==> src/rtl/fetch_unit_if.sv <==
// Fetch-side bus bundle: redirect input from npc, the instruction-memory request/response
// channel, and the decode-facing instruction output.
interface fetch_unit_if;
   logic [29:0] npc_in;
   logic        redirect;
   logic        imem_req;
   logic [29:0] imem_addr;
   logic        imem_gnt;
   logic        imem_rvalid;
   logic [31:0] imem_rdata;
   logic        if_valid;
   logic [31:0] if_instr;
   logic [29:0] if_pc;
   logic        id_ready;

   modport master (
      input  npc_in, redirect, imem_gnt, imem_rvalid, imem_rdata, id_ready,
      output imem_req, imem_addr, if_valid, if_instr, if_pc
   );

   modport slave (
      output npc_in, redirect, imem_gnt, imem_rvalid, imem_rdata, id_ready,
      input  imem_req, imem_addr, if_valid, if_instr, if_pc
   );
endinterface

==> src/rtl/fetch_unit.sv <==
// Instruction fetch: one outstanding imem request, a 2-entry {pc, instr} buffer toward
// decode, and a REQ/WAIT/FLUSH FSM that drops responses orphaned by a redirect.
module fetch_unit #(
   parameter logic [31:0] RESET_PC = 32'h0000_3000
) (
   input logic          clk,
   input logic          rst,
   fetch_unit_if.master bus
);

   typedef enum logic [1:0] {S_REQ, S_WAIT, S_FLUSH} state_e;

   localparam logic [29:0] RESET_WADDR = RESET_PC[31:2];

   state_e      state_q, state_d;
   logic [29:0] pc_q, pc_d;
   logic [29:0] req_pc_q, req_pc_d;
   logic [1:0]  count_q, count_d;
   logic [29:0] fifo_pc_q    [2];
   logic [31:0] fifo_instr_q [2];

   logic imem_req, accept, push, pop, if_valid, wr_sel;

   // ---------------- FSM: state register ----------------
   always_ff @(posedge clk) begin
      if (rst) state_q <= S_REQ;
      else     state_q <= state_d;
   end

   // ---------------- FSM: next state ----------------
   always_comb begin
      // NOTE: every always_comb output gets a default first so no path can infer a latch.
      state_d = state_q;
      case (state_q)
         S_REQ:   if (accept) state_d = S_WAIT;
         S_WAIT: begin
            if (bus.imem_rvalid)   state_d = S_REQ;
            else if (bus.redirect) state_d = S_FLUSH;
         end
         S_FLUSH: if (bus.imem_rvalid) state_d = S_REQ;
         default: state_d = S_REQ;
      endcase
   end

   // ---------------- FSM: outputs ----------------
   always_comb begin
      imem_req = 1'b0;
      push     = 1'b0;
      case (state_q)
         S_REQ:   imem_req = !rst && (count_q < 2'd2) && !bus.redirect;
         S_WAIT:  push     = !rst && bus.imem_rvalid && !bus.redirect;
         default: ;
      endcase
   end

   assign accept   = imem_req && bus.imem_gnt;
   assign if_valid = !rst && (count_q != 2'd0) && !bus.redirect;
   assign pop      = if_valid && bus.id_ready;

   // A push lands behind the head unless the head leaves in the same cycle.
   assign wr_sel = (count_q == 2'd2) || ((count_q == 2'd1) && !pop);

   // ---------------- PC / count next state ----------------
   always_comb begin
      pc_d     = pc_q;
      req_pc_d = req_pc_q;
      count_d  = count_q;
      if (bus.redirect) begin
         pc_d    = bus.npc_in;
         count_d = 2'd0;
      end else begin
         if (accept) begin
            pc_d     = pc_q + 30'd1;
            req_pc_d = pc_q;
         end
         case ({push, pop})
            2'b10:   count_d = count_q + 2'd1;
            2'b01:   count_d = count_q - 2'd1;
            default: count_d = count_q;
         endcase
      end
   end

   always_ff @(posedge clk) begin
      if (rst) begin
         pc_q     <= RESET_WADDR;
         req_pc_q <= '0;
         count_q  <= 2'd0;
      end else begin
         pc_q     <= pc_d;
         req_pc_q <= req_pc_d;
         count_q  <= count_d;
      end
   end

   // NOTE: buffer storage is deliberately not reset; count_q alone says which entries are live.
   always_ff @(posedge clk) begin
      if (pop) begin
         fifo_pc_q[0]    <= fifo_pc_q[1];
         fifo_instr_q[0] <= fifo_instr_q[1];
      end
      // NOTE: with non-blocking assignments the later write wins, so a push into slot 0
      // correctly overrides the shift from slot 1 on a simultaneous push and pop.
      if (push) begin
         fifo_pc_q[wr_sel]    <= req_pc_q;
         fifo_instr_q[wr_sel] <= bus.imem_rdata;
      end
   end

   assign bus.imem_req  = imem_req;
   assign bus.imem_addr = pc_q;
   assign bus.if_valid  = if_valid;
   assign bus.if_pc     = rst ? 30'd0 : fifo_pc_q[0];
   assign bus.if_instr  = rst ? 32'd0 : fifo_instr_q[0];

endmodule

==> src/flat_wrapper.sv <==
// flat-port wrapper written by rule: the top's interface ports become plain ports
module fetch_unit_flat 
#(
   parameter logic [31:0] RESET_PC = 32'h0000_3000
)
  (clk, rst, bus_npc_in, bus_redirect, bus_imem_gnt, bus_imem_rvalid, bus_imem_rdata, bus_id_ready, bus_imem_req, bus_imem_addr, bus_if_valid, bus_if_instr, bus_if_pc);
  fetch_unit_if bus_i ();
  input logic clk;
  input logic rst;
  input wire logic [$bits(bus_i.npc_in)-1:0] bus_npc_in;
  input wire logic [$bits(bus_i.redirect)-1:0] bus_redirect;
  input wire logic [$bits(bus_i.imem_gnt)-1:0] bus_imem_gnt;
  input wire logic [$bits(bus_i.imem_rvalid)-1:0] bus_imem_rvalid;
  input wire logic [$bits(bus_i.imem_rdata)-1:0] bus_imem_rdata;
  input wire logic [$bits(bus_i.id_ready)-1:0] bus_id_ready;
  output wire logic [$bits(bus_i.imem_req)-1:0] bus_imem_req;
  output wire logic [$bits(bus_i.imem_addr)-1:0] bus_imem_addr;
  output wire logic [$bits(bus_i.if_valid)-1:0] bus_if_valid;
  output wire logic [$bits(bus_i.if_instr)-1:0] bus_if_instr;
  output wire logic [$bits(bus_i.if_pc)-1:0] bus_if_pc;
  assign bus_i.npc_in = bus_npc_in;
  assign bus_i.redirect = bus_redirect;
  assign bus_i.imem_gnt = bus_imem_gnt;
  assign bus_i.imem_rvalid = bus_imem_rvalid;
  assign bus_i.imem_rdata = bus_imem_rdata;
  assign bus_i.id_ready = bus_id_ready;
  assign bus_imem_req = bus_i.imem_req;
  assign bus_imem_addr = bus_i.imem_addr;
  assign bus_if_valid = bus_i.if_valid;
  assign bus_if_instr = bus_i.if_instr;
  assign bus_if_pc = bus_i.if_pc;
  fetch_unit #(.RESET_PC(RESET_PC)) u_core (.clk(clk), .rst(rst), .bus(bus_i));
endmodule
==> config.mk <==
export PLATFORM = sky130hd
export DESIGN_NAME = fetch_unit_flat
export DESIGN_NICKNAME = d
export VERILOG_FILES = /design/src/rtl/fetch_unit_if.sv /design/src/rtl/fetch_unit.sv /design/src/flat_wrapper.sv
export SDC_FILE = /design/constraint.sdc
export NUM_CORES = 1
export LEC_CHECK = 0
export CORE_MARGIN = 3
export CORE_UTILIZATION = 49
export DETAILED_ROUTE_END_ITERATION = 7
export PLACE_DENSITY = 0.8
export SYNTH_ARGS = -nofsm -noshare
export SYNTH_HDL_FRONTEND = slang
export SYNTH_SLANG_ARGS = --single-unit
==> constraint.sdc <==
create_clock -name clk -period 11.3 [get_ports clk]
set_clock_uncertainty 0.05 [all_clocks]
set_input_delay 1.695 -clock clk [delete_from_list [all_inputs] [get_ports clk]]
set_output_delay 1.695 -clock clk [all_outputs]
set_load 0.01 [all_outputs]
==> results.toml <==
[run_status]
outcome = "complete, no violations"

[synth]
ys.flop_type = "edfxtp_1"
synthCells = 659
yosysTopAreaCell = "edfxtp_1"
synth_area_sq_mm = 0.00793
synth_warnings = 0
async_flop_share = 0
synth_cell_types = 45
synth_edf_count = 124
synth_seq_area_share = 0.631
synth_seq_cells = 188
synth_fp_nets = 732
syn_area_per_cell_sq_um = 12.0
ys_top_cells_by_area = "edfxtp_1 (47%), dfxtp_1 (16%), mux2_2 (9.1%)"
synth_top_area_frac = 0.470

[floorplan]
dieArea_sq_mm = 0.0177
rows = 45
die_y_microns = 133
die_x_microns = 133
core_area_sq_mm = 0.0155
start_util = 0.510
ios = 162

[layout]
diodes = 0
layout_common_cells = "clkdlybuf4s50_1 (160), edfxtp_1 (124), nand2_1 (90)"
finalNetCount = 879
drive_gt1_frac = 0.132
syn_to_final_growth_pct = 29.7
final_common_cell = "clkdlybuf4s50_1"

[worst_setup_path]
end_kind = "output pin"
endpoint = "bus_if_pc[14]"
r2r_start = "u_core.count_q[0]"
cp_max_fo = 76
startpoint = "rst"
startpoint_type = "input port"
cp.arrival_ns = 3.56
timing.rr.end = "u_core.fifo_pc_q[0][10]"
setup.worst_path.class = "in -> out"
reg2regPathDepth = 8
reg2reg_slack_ns = 8.26
cp.required_ns = 9.56

[global_routing]
grt_pass1_wl_microns = 29000
antenna_found_initial = 0
grt.total_usage = 0.203
grt_pass1_vias = 5566
grt_overflow_total = 0
grt_max_degree = 77

[sta]
max_freq_mhz = 188
fin_setup_tns_ns = 0
max_slew_margin = 0.108
fin_ws_ns = 5.99
min_period_over_period = 0.470
setup_viol = 0
period_needed_ns = 5.31
worst_pin_slew_ns = 1.33
drv_slew = 0
grt_setup_unrepaired = "no"
hold_viol_final = 0

[clocking]
post_cts_buffers = 0
worstSkewPairLatency_ns = 0.43
cts_resized = 0
postCtsHoldBufs = 0
clk_pin_slew_worst_paths_ns = 0.07
cts_tree = "done"
clockRootBuffer = "clkbuf_16"
clock_path_buffers = 2
cts_buffers = 17
htreeDepth = 4
cts.sinks = 188

[route]
routed_wl_microns = 17900
drt-initial-drc-count = 413
ant_nets = 0
routedWlPerCell_microns = 17.4
drc = 0
first_pass_iters = 4
vias = 5663
vias_per_cell = 5.50

[power]
ir_worst_vdd_mv = 0.105
powerDensity_mw_per_mm2 = 140
power.leakage_nw = 3.27

[hold_path]
hold_class = "reg -> reg"

[place]
place_congestion = 0.828
dp_slack_ns = 6.01
portBuffers = 161
place_hpwl_microns = 11700

[flow_run]
timing.max_cap.violations = 0
==> metrics by stage <==
step            util  power [mW]  cell area [sq um]  std cells  hold WS, ns
6_report       0.662        1.44              10300       1030        0.406
3_5_place_dp   0.624       0.874               9690        998        0.391
2_1_floorplan      -       0.807               7930        659        0.374
3_3_place_gp   0.624       0.871               9690        998        0.384
5_1_grt        0.662        1.49              10300       1030        0.414
4_1_cts        0.662        1.45              10300       1030        0.406
==> power breakdown <==
group          total (mW)  switching (mW)  internal, mW  leakage (nW)
Clock               0.582           0.251         0.331         0.293
Combinational       0.109          0.0501        0.0587          1.42
Sequential          0.751          0.0141         0.737          1.56
Total                1.44           0.315          1.13          3.27
==> critical path, cell delays in order <==
cell and delay (ns):
buf_4 0.44, buf_4 0.72, nor2b_1 0.14, clkdlybuf4s50_1 0.52
==> flip-flops by register name, summed over array words and instances, names as in the netlist <==
| name | count |
|---|---|
| u_core.bus.imem_addr | 30 |
| u_core.count_q | 2 |
| u_core.fifo_instr_q | 64 |
| u_core.fifo_pc_q | 60 |
| u_core.req_pc_q | 30 |
| u_core.state_q | 2 |
==> cell type report <==
type | count | area [sq um]
Fill cell | 1188 | 5260
Sequential cell | 188 | 5000
Clock inverter | 12 | 108
Tap cell | 211 | 264
Timing Repair Buffer | 168 | 1660
Clock buffer | 20 | 479
Multi-Input combinational cell | 420 | 2720
Inverter | 11 | 41.3
==> how the worst min path moves through the flow <==
stage | slack [ns] | startpoint | cells after the start | to
finish | 0.41 | u_core.req_pc_q[17] | 0 | u_core.fifo_pc_q[1][17]
detailed placement | 0.39 | u_core.req_pc_q[17] | 0 | u_core.fifo_pc_q[1][17]
global placement | 0.38 | u_core.req_pc_q[16] | 0 | u_core.fifo_pc_q[1][16]
global route | 0.41 | u_core.req_pc_q[17] | 0 | u_core.fifo_pc_q[1][17]
CTS | 0.41 | u_core.req_pc_q[17] | 0 | u_core.fifo_pc_q[1][17]
floorplan | 0.37 | u_core.req_pc_q[0] | 0 | u_core.fifo_pc_q[1][0]
==> per-layer routing <==
metal | GRT usage | vias to the layer above | routed length (microns) | part of all wire
met3 | 0.0582 | 24 | 1630 | 0.091
met1 | 0.272 | 2698 | 7620 | 0.42
met5 | 0 | - | 0 | 0
met2 | 0.321 | 261 | 8410 | 0.47
li1 | - | 2680 | - | -
met4 | 0.0651 | 0 | 283 | 0.016
==> synthesized netlist by cell type, types with 3 or more instances <==
library cell / number
and2_1: 8
o211ai_1: 5
nor2_1: 23
a221oi_1: 3
nand3_1: 13
nand4_1: 10
clkbuf_1: 24
nand2_1: 90
a32oi_1: 4
ha_1: 5
mux2_2: 64
a21oi_1: 43
dfxtp_1: 64
nor4_1: 3
and3_1: 5
o21ai_0: 11
inv_1: 11
xor2_1: 9
or4_1: 4
or3_1: 3
xnor2_1: 3
buf_2: 14
nor3b_1: 3
nor2b_1: 63
a31oi_1: 13
o22ai_1: 8
nor3_1: 10
edfxtp_1: 124
==> kinds of logic after synthesis <==
logic type / Yosys count / share of synthesized area
simple gates: 239 / 0.152
flops: 188 / 0.631
compound gates: 99 / 0.0755
mux: 65 / 0.0922
buf+inv: 51 / 0.0273
xor+xnor: 12 / 0.0133
fa+ha+maj: 5 / 0.00789
(Power assumes the default switching activity.)
